===== config.mk =====
export PLATFORM = sky130hd
export DESIGN_NAME = seg_scan_capture
export DESIGN_NICKNAME = d
export VERILOG_FILES = /design/src/rtl/seg_pkg.sv /design/src/rtl/seg7_to_hex.sv /design/src/rtl/seg_scan_capture.sv
export SDC_FILE = /design/constraint.sdc
export NUM_CORES = 1
export LEC_CHECK = 0
export ABC_AREA = 1
export CORE_ASPECT_RATIO = 0.75
export CORE_UTILIZATION = 28
export DETAILED_ROUTE_END_ITERATION = 12
export GPL_ROUTABILITY_DRIVEN = 0
export GPL_TIMING_DRIVEN = 0
export PLACE_DENSITY = 0.54
export SLEW_MARGIN = 15
export SYNTH_ARGS = -nofsm -noshare
export SYNTH_HDL_FRONTEND = slang
export SYNTH_SLANG_ARGS = --single-unit

===== constraint.sdc =====
create_clock -name clk -period 7.4 [get_ports clk]
set_clock_uncertainty 0.15 [all_clocks]
set_input_delay 1.48 -clock clk [delete_from_list [all_inputs] [get_ports clk]]
set_output_delay 1.48 -clock clk [all_outputs]
set_load 0.005 [all_outputs]

===== src/rtl/seg_pkg.sv =====
`default_nettype none
// ============================================================================
// Package : seg_pkg
// Brief   : Segment bit positions, hex glyph table and capture FSM states.
// Rev     : 1.0
// ============================================================================
package seg_pkg;

    localparam int SEG_A  = 0;
    localparam int SEG_B  = 1;
    localparam int SEG_C  = 2;
    localparam int SEG_D  = 3;
    localparam int SEG_E  = 4;
    localparam int SEG_F  = 5;
    localparam int SEG_G  = 6;
    localparam int SEG_DP = 7;

    localparam logic [6:0] GLYPH_0 = 7'h3F;
    localparam logic [6:0] GLYPH_1 = 7'h06;
    localparam logic [6:0] GLYPH_2 = 7'h5B;
    localparam logic [6:0] GLYPH_3 = 7'h4F;
    localparam logic [6:0] GLYPH_4 = 7'h66;
    localparam logic [6:0] GLYPH_5 = 7'h6D;
    localparam logic [6:0] GLYPH_6 = 7'h7D;
    localparam logic [6:0] GLYPH_7 = 7'h07;
    localparam logic [6:0] GLYPH_8 = 7'h7F;
    localparam logic [6:0] GLYPH_9 = 7'h6F;
    localparam logic [6:0] GLYPH_A = 7'h77;
    localparam logic [6:0] GLYPH_B = 7'h7C;
    localparam logic [6:0] GLYPH_C = 7'h39;
    localparam logic [6:0] GLYPH_D = 7'h5E;
    localparam logic [6:0] GLYPH_E = 7'h79;
    localparam logic [6:0] GLYPH_F = 7'h71;

    typedef enum logic [0:0] {
        COLLECT = 1'b0,
        PUBLISH = 1'b1
    } state_t;

endpackage
`default_nettype wire


===== src/rtl/seg7_to_hex.sv =====
`default_nettype none
// ============================================================================
// Module : seg7_to_hex
// Brief  : Combinational seven-segment pattern to hex nibble decoder.
// Rev    : 1.0
// ============================================================================
module seg7_to_hex
    import seg_pkg::*;
(
    input  logic [6:0] seg_i,
    output logic [3:0] nib_o,
    output logic       ok_o
);

    always_comb begin
        nib_o = 4'h0;
        ok_o  = 1'b1;
        case (seg_i)
            GLYPH_0: nib_o = 4'h0;
            GLYPH_1: nib_o = 4'h1;
            GLYPH_2: nib_o = 4'h2;
            GLYPH_3: nib_o = 4'h3;
            GLYPH_4: nib_o = 4'h4;
            GLYPH_5: nib_o = 4'h5;
            GLYPH_6: nib_o = 4'h6;
            GLYPH_7: nib_o = 4'h7;
            GLYPH_8: nib_o = 4'h8;
            GLYPH_9: nib_o = 4'h9;
            GLYPH_A: nib_o = 4'hA;
            GLYPH_B: nib_o = 4'hB;
            GLYPH_C: nib_o = 4'hC;
            GLYPH_D: nib_o = 4'hD;
            GLYPH_E: nib_o = 4'hE;
            GLYPH_F: nib_o = 4'hF;
            default: ok_o  = 1'b0;
        endcase
    end

endmodule
`default_nettype wire


===== src/rtl/seg_scan_capture.sv =====
`default_nettype none
// ============================================================================
// Module : seg_scan_capture
// Brief  : Demultiplexes a scanned an/sseg display bus into four digit registers.
// Rev    : 1.0
// ============================================================================
module seg_scan_capture
    import seg_pkg::*;
#(
    parameter int STABLE_CYCLES = 4,
    parameter int TIMEOUT_W     = 20
) (
    input  logic        clk,
    input  logic        reset,
    input  logic [3:0]  an,
    input  logic [7:0]  sseg,
    output logic [7:0]  out0,
    output logic [7:0]  out1,
    output logic [7:0]  out2,
    output logic [7:0]  out3,
    output logic [15:0] hex,
    output logic [3:0]  hex_ok,
    output logic [3:0]  dp,
    output logic        frame_strobe,
    output logic        stale,
    output logic        an_err
);

    localparam logic [7:0] c_STABLE = 8'(STABLE_CYCLES);

    logic [3:0]           an_q;
    logic [7:0]           sseg_q;
    logic [11:0]          prev_q;
    logic [7:0]           cnt_q, cnt_d;
    logic [TIMEOUT_W-1:0] idle_q, idle_d;
    logic [7:0]           shadow_q [4];
    logic [7:0]           out_q [4];
    logic [3:0]           seen_q, seen_d;
    state_t               state_q, state_d;
    logic                 strobe_q;
    logic                 an_err_q;

    logic w_onehot;
    logic w_same;
    logic w_capture;
    logic w_idle_full;
    logic w_multi_raw;

    assign w_onehot    = (an_q != 4'd0) && ((an_q & (an_q - 4'd1)) == 4'd0);
    assign w_same      = ({an_q, sseg_q} == prev_q);
    // Fires only on the transition into STABLE, so a long dwell captures once.
    assign w_capture   = w_onehot && w_same && (cnt_q == c_STABLE - 8'd1);
    assign w_idle_full = &idle_q;
    assign w_multi_raw = ((an & (an - 4'd1)) != 4'd0);

    always_comb begin
        cnt_d = cnt_q;
        if (!w_same || !w_onehot)
            cnt_d = 8'd1;
        else if (cnt_q != c_STABLE)
            cnt_d = cnt_q + 8'd1;
    end

    always_comb begin
        idle_d = idle_q;
        if (w_capture)
            idle_d = '0;
        else if (!w_idle_full)
            idle_d = idle_q + TIMEOUT_W'(1);
    end

    always_comb begin
        seen_d  = seen_q;
        state_d = state_q;
        if (state_q == PUBLISH) begin
            seen_d  = 4'd0;
            state_d = COLLECT;
        end
        if (w_idle_full) begin
            seen_d  = 4'd0;
            state_d = COLLECT;
        end
        // Capture is applied after the clears so it always keeps its seen bit.
        if (w_capture) begin
            seen_d = seen_d | an_q;
            if (state_q == COLLECT && seen_d == 4'hF)
                state_d = PUBLISH;
        end
    end

    always_ff @(posedge clk or posedge reset) begin
        if (reset) begin
            an_q     <= 4'd0;
            sseg_q   <= 8'd0;
            prev_q   <= 12'd0;
            cnt_q    <= 8'd0;
            idle_q   <= '0;
            seen_q   <= 4'd0;
            state_q  <= COLLECT;
            strobe_q <= 1'b0;
            an_err_q <= 1'b0;
            for (int k = 0; k < 4; k++) begin
                shadow_q[k] <= 8'd0;
                out_q[k]    <= 8'd0;
            end
        end else begin
            an_q     <= an;
            sseg_q   <= sseg;
            prev_q   <= {an_q, sseg_q};
            cnt_q    <= cnt_d;
            idle_q   <= idle_d;
            seen_q   <= seen_d;
            state_q  <= state_d;
            strobe_q <= (state_q == PUBLISH);
            an_err_q <= w_multi_raw;
            for (int k = 0; k < 4; k++) begin
                if (w_capture && an_q[k])
                    shadow_q[k] <= sseg_q;
                if (state_q == PUBLISH)
                    out_q[k] <= shadow_q[k];
            end
        end
    end

    generate
        for (genvar k = 0; k < 4; k++) begin : g_dec
            seg7_to_hex u_dec (
                .seg_i (out_q[k][SEG_G:SEG_A]),
                .nib_o (hex[4*k+3:4*k]),
                .ok_o  (hex_ok[k])
            );
            assign dp[k] = out_q[k][SEG_DP];
        end
    endgenerate

    assign out0         = out_q[0];
    assign out1         = out_q[1];
    assign out2         = out_q[2];
    assign out3         = out_q[3];
    assign frame_strobe = strobe_q;
    assign stale        = w_idle_full;
    assign an_err       = an_err_q;

endmodule
`default_nettype wire

==> results.cfg, run 1 <==
[grt]
grtUsageMet1_pct = 23.1
grt_max_degree = 68
grt_pass1_wl_mm = 27.7
grt_pass1_vias = 5355
grt_usage_pct = 14.8
use_met2_pct = 20.0
use_met3_pct = 3.42
antenna_found_initial = 0
overflow = 0
grt-busiest-layer = met1

[sta]
hold_violations = 0
finalSetupTns_ns = 0
max_freq_mhz = 232
post-route-period-util_pct = 58.2
slew_headroom_pct = 64.1
setup_violations = 0
drv_slew = 0
fin_crit_ns = 4.31
worstMarginPinSlew_ns = 0.538
rsz0062_at_grt = no

[die]
io_pins = 73
std_cell_rows = 47
start_util_pct = 28.9
dieArea_um2 = 23600
fp.dieH_um = 133
die_w_um = 177
core_area_um2 = 22300

[setup_path]
path_cells = ha_1 > buf_4 > inv_1 > nor2_1 > nand2_1 > nor2_1 > nand3_2 > inv_2 > clkdlybuf4s50_1
worstSetupPathType = reg -> out
cp_max_fo = 10
required_ns = 5.77
slowest_stage = clkdlybuf4s50_1
cp_common_cell = nor2_1
ff2ff_path_depth = 11
cp.arrival_ns = 2.68
cp.depth = 9
max_stage_delay_ns = 0.52
path_buf_inv = 4
startpoint_type = register
endpoint_kind = primary output
crit_family = buffers and inverters

[min_path]
hp-class = reg -> reg
hold_depth = 0

[power_and_ir_drop]
peakVddDrop_v = 0.000121
powerDensity_nw_per_um2 = 196
p_leak_uw = 0.00396

[route]
routed_via_density = 4.59
route.detailed.drc = 0
drt-total-wl_mm = 16.4
drt_pass1_iterations = 5
first_iter_violations = 429
wire_per_inst_um = 13.1
vias = 5753
antenna_left = 0

[clocking]
postCtsHoldBufs = 0
clk_pin_slew_ns = 0.05
cts_buffers = 17
cts_setup_buffers = 0
cts_tree = done
clkLatencyLatePin_ns = 0.42
clk_path_buf_depth = 2
htreeDepth = 4
cts-root-buf = clkbuf_16
cts_sinks = 123
ctsResizeCount = 0

[synth]
synth_compound_area_share_pct = 5.71
synthSimpleGateAreaFrac_pct = 36.7
ys_ff_latch = 123
syn-num-nets = 871
syn_area_um2 = 6440
synth_mux_area_share_pct = 0
syn_inst = 854
yosysWarningCount = 0
ys_seq_area_share_pct = 47.8
synthAdderAreaFrac_pct = 0.583
synth_cell_type_count = 41
synth_top_family_by_area = simple AND/OR/NAND/NOR gates
syn_area_per_cell_um2 = 7.54
synth-xor-area-share_pct = 0.272

[finish]
most-common-layout-cells = 255 x nand2_1, 123 x dfrtp_1, 100 x nor2_1
final_common_cell = nand2_1
fin_cells = 1253
insertedDiodeCount = 0
area_growth_pct = 26.9
nets = 963
drive_above_1_share_pct = 8.55

[flow_run]
maxCapViolCount = 0

[place]
hpwl_mm = 12.0
placedCellCount = 1221
io_buffers = 72

[outcome]
status = finished, final reports clean
## report_power, final
group	leakage (uW)	total (uW)	internal (uW)	switching [uW]
Clock	0.000289	862	556	306
Combinational	0.00203	48.2	17.3	30.9
Sequential	0.00164	690	680	9.96
Total	0.00396	1600	1250	347
## cell usage after synthesis (all sizes together)
| cell type | count | share of area (%) |
|---|---|---|
| a21boi | 1 | 0.12 |
| buf | 18 | 2.4 |
| nand3 | 83 | 6.7 |
| a211oi | 1 | 0.12 |
| dfrtp | 123 | 48 |
| nand2 | 261 | 16 |
| o21a | 1 | 0.12 |
| o2111ai | 1 | 0.14 |
| a211o | 1 | 0.14 |
| o211ai | 1 | 0.12 |
| a21oi | 12 | 1.0 |
| a31oi | 2 | 0.19 |
| nor3 | 35 | 2.9 |
| inv | 104 | 6.1 |
| a21o | 1 | 0.12 |
| nor3b | 3 | 0.35 |
| clkinv | 1 | 0.058 |
| and3 | 1 | 0.097 |
| o21ai | 45 | 3.5 |
| nand4 | 31 | 3.4 |
| xor2 | 2 | 0.27 |
| nand3b | 3 | 0.35 |
| nor4 | 3 | 0.29 |
| clkbuf | 7 | 0.41 |
| ha | 3 | 0.58 |
| nor2 | 106 | 6.9 |
| a22oi | 1 | 0.12 |
| or2 | 3 | 0.29 |
## cell type report
class	instances	area, um^2
inverters	105	399
repair buffers	73	748
multi-input cells	601	2790
clock inverters	10	139
flip-flops and latches	123	3080
plain buffers	25	181
clock buffers	22	474
well taps	294	368
fillers	2310	14100
## layer usage
metal | wire length (um) | up-vias
li1 | - | 2936
met1 | 8760 | 2675
met2 | 6570 | 129
met3 | 884 | 13
met4 | 167 | 0
met5 | 0 | -
## sequential cells by signal (all words and copies together) (netlist names), 8 cells and up
signal,flops
sseg_q,8
prev_q,12
cnt_q,8
shadow_q,32
out0,8
out3,8
out2,8
out1,8
idle_q,20
## stage by stage
stage | utilization, % | total power, uW | cell area [um^2] | setup slack (ns) | hold WS (ns)
after floorplan | - | 728 | 6440 | 2.50 | 0.263
after global placement | 33.8 | 749 | 7530 | 0.501 | 0.287
after detailed placement | 33.9 | 752 | 7560 | 3.55 | 0.288
after CTS | 36.7 | 1620 | 8180 | 3.09 | 0.301
after global routing | 36.7 | 1650 | 8180 | 2.92 | 0.319
final | 36.7 | 1600 | 8180 | 3.09 | 0.297
## cell families after synthesis
group,after synthesis
AND/OR/NAND/NOR,529
buffers and inverters,130
flip-flops,123
AO/OA/AOI/OAI,67
adder cells (fa/ha/maj),3
XOR/XNOR,2
## final timing paths
check	start	endpoint	slack, ns
worst min register to register	an_q[0]	prev_q[8]	0.30
worst max register to register	idle_q[0]	idle_q[11]	5.13
worst min-delay path	an_q[0]	prev_q[8]	0.30
max in group asynchronous	reset	prev_q[6]	5.03
worst max-delay path	idle_q[0]	stale	3.09
min in group asynchronous	reset	out3[1]	1.35
(Power assumes the default switching activity.)
==> run 2: changes to the inputs <==
==> constraint.sdc (replaced) <==
create_clock -name clk -period 4.29 [get_ports clk]
set_clock_uncertainty 0.15 [all_clocks]
set_input_delay 0.858 -clock clk [delete_from_list [all_inputs] [get_ports clk]]
set_output_delay 0.858 -clock clk [all_outputs]
set_load 0.005 [all_outputs]
==> results of run 2 <==
Same layout as run 1 (identical final DEF). Status: finished, final reports clean.
Main changes from that run: setup slack after placement 3.55 ns -> 1.06 ns; setup slack after layout 3.09 ns -> 0.604 ns; register-to-register setup slack 5.13 ns -> 2.02 ns; total power 1600 uW -> 2760 uW; worst IR drop on VDD 0.000121 V -> 0.000210 V
==> run 3: changes to the inputs <==
--- a/config.mk
+++ b/config.mk
@@ -11,8 +11,9 @@
 export DETAILED_ROUTE_END_ITERATION = 12
 export GPL_ROUTABILITY_DRIVEN = 0
 export GPL_TIMING_DRIVEN = 0
-export PLACE_DENSITY = 0.54
+export PLACE_DENSITY = 0.53
 export SLEW_MARGIN = 15
 export SYNTH_ARGS = -nofsm -noshare
 export SYNTH_HDL_FRONTEND = slang
+export SYNTH_HIERARCHICAL = 1
 export SYNTH_SLANG_ARGS = --single-unit
==> run 3 against run 2 <==
Power rose by 5.1%; utilization fell by 0.10 points; global-route usage fell by 0.40 points; count of clock-buffer cells in the layout fell by 4; via count rose by 3.5%; die area rose by 4.0%; critical path type unchanged.
==> results.cfg, run 3 <==
[sta]
slew_headroom_pct = 63.5
worst_slack_ns = 0.724
setup_violations = 0
max_freq_mhz = 280
rsz0062_at_grt = no
fin_crit_ns = 3.57
drv_slew = 0
post-route-period-util_pct = 83.1
worstMarginPinSlew_ns = 0.547
hold_violations = 0

[synth]
synth-edff-count = 0
syn_area_per_cell_um2 = 7.16
netlist.area_leader.share_pct = 45.9
syn_inst = 937
ys_ff_latch = 123
ys_seq_area_share_pct = 45.9
syn-num-nets = 954
synth_cell_type_count = 34
synthArstFlopShare_pct = 100
ys_top_cells_by_count = 382 x nand2_1, 123 x dfrtp_1, 121 x nor2_1, 90 x inv_1, 73 x nand3_1
syn_area_um2 = 6710
yosysTopAreaCell = dfrtp_1
synth_area_leaders = dfrtp_1 46%, nand2_1 21%, nor2_1 6.8%
ys.flop_type = dfrtp_1
yosysMostFrequentCell = nand2_1
yosysWarningCount = 6

[clocking]
clk_path_buf_depth = 2
cts-root-buf = clkbuf_16
clkLatencyLatePin_ns = 0.43
clk_pin_slew_ns = 0.06
cts_buffers = 17
htreeDepth = 4
cts_tree = done
ctsResizeCount = 0
postCtsHoldBufs = 0
cts_sinks = 123
cts_setup_buffers = 0

[outcome]
status = finished, final reports clean

[route]
first_iter_violations = 442
wire_per_inst_um = 12.1
drt-total-wl_mm = 16.3
routed_via_density = 4.44
route.detailed.drc = 0
drt_pass1_iterations = 5
antenna_left = 0
vias = 5952

[die]
start_util_pct = 28.9
die_w_um = 181
std_cell_rows = 48
dieArea_um2 = 24600
core_area_um2 = 23200
io_pins = 73
fp.dieH_um = 136

[place]
hpwl_mm = 11.8
placedCellCount = 1310
pre_cts_ws_ns = 1.19
io_buffers = 72

[power_and_ir_drop]
combPwrFrac_pct = 2.7
clkPwrFrac_pct = 56.2
p_leak_uw = 0.00439
p_sw_uw = 641
power.internal_uw = 2260
pwr-share-seq_pct = 41.1
peakVddDrop_v = 0.000243
switching_share_pct = 22.1
powerDensity_nw_per_um2 = 341

[finish]
multi_input_area_um2 = 3120
most-common-layout-cells = 382 x nand2_1, 123 x dfrtp_1, 121 x nor2_1
final_common_cell = nand2_1
largest_reg_flops = 32
drive_above_1_share_pct = 10.8
reg_top3 = shadow_q x32, idle_q x20, prev_q x12
fin_cells = 1342
area_growth_pct = 26.8
area.sequential_um2 = 3080
top_register = shadow_q
nets = 1046
fillers = 2393
insertedDiodeCount = 0

[setup_path]
cp.arrival_ns = 2.56
ff2ff_setup_slack_ns = 2.06
endpoint_kind = primary output
worstSetupPathType = reg -> out
cp_max_fo = 6
required_ns = 3.28
startpoint_type = register

[grt]
grt_max_degree = 79
grt_pass1_vias = 5702
grt_pass1_wl_mm = 28.4
antenna_found_initial = 0
overflow = 0
grt_usage_pct = 14.4

[flow_run]
maxCapViolCount = 0

[min_path]
hp-class = reg -> reg
-- run 3: changes by cell type after synthesis, sizes merged, moves of 3 or more --
cell    before  now
a21oi       12    1
nor2       106  146
nand2      261  396
inv        104  100
nor3        35   18
nand4       31   14
buf         18   15
nand3b       3    9
o21ai       45   10
-- run 3: cells by family after synthesis --
family                   after synthesis  share of synthesized area [%]
flip-flops                           123                           45.9
buffers and inverters                121                           7.57
AO/OA/AOI/OAI                         17                           1.49
AND/OR/NAND/NOR                      672                           44.3
adder cells (fa/ha/maj)                3                          0.560
XOR/XNOR                               1                          0.131
-- run 3: final cells by class --
cell class	instances	area share [%]
Multi-Input combinational cell	693	36.7
Sequential cell	123	36.2
Timing Repair Buffer	73	8.80
Clock buffer	18	5.16
Inverter	100	4.47
Tap cell	300	4.41
Clock inverter	14	2.69
Buffer	21	1.56
-- run 3: metal layers --
metal	vias to the layer above	part of all wire, %	track usage [%]
li1	3099	-	-
met1	2724	53	21.3
met2	121	42	21.1
met3	8	4.6	3.29
met4	0	0.57	3.42
met5	-	0	0
-- run 3: worst paths after layout --
| check | startpoint | cells past startpoint | end |
|---|---|---|---|
| setup reg to reg | idle_q[0] | 11 | idle_q[11] |
| hold / removal | state_q | 0 | frame_strobe |
| min in group asynchronous | reset | 2 | out3[2] |
| max in group asynchronous | reset | 3 | sseg_q[6] |
| hold reg to reg | state_q | 0 | frame_strobe |
| setup / recovery | idle_q[0] | 8 | stale |
-- run 3: power by group through the flow --
stage / combinational (uW) / sequential (uW) / clock [uW]
2_1_floorplan: 48.0 / 1200 / 0
3_3_place_gp: 77.2 / 1210 / 0
3_5_place_dp: 81.3 / 1210 / 0
4_1_cts: 81.5 / 1190 / 1660
5_1_grt: 94.1 / 1190 / 1720
6_report: 78.6 / 1190 / 1630
-- run 3: stage by stage --
step	setup TNS [ns]	cell area [um^2]	power (uW)	hold WS, ns	util, %
detailed placement	0	7840	1290	0.256	33.7
finish	0	8500	2900	0.254	36.6
global route	0	8500	3010	0.261	36.6
CTS	0	8500	2940	0.263	36.6
global placement	-241.33	7800	1290	0.259	33.6
floorplan	0	6710	1250	0.202	-
-- run 3: critical path, stage by stage, from the launching register on --
cell             delay, ns
dfrtp_1               0.41
ha_1                  0.32
inv_2                 0.07
nor2_1                0.15
nand2_1               0.14
nor2_2                0.22
nand3_1               0.14
inv_1                 0.16
clkdlybuf4s50_1       0.52
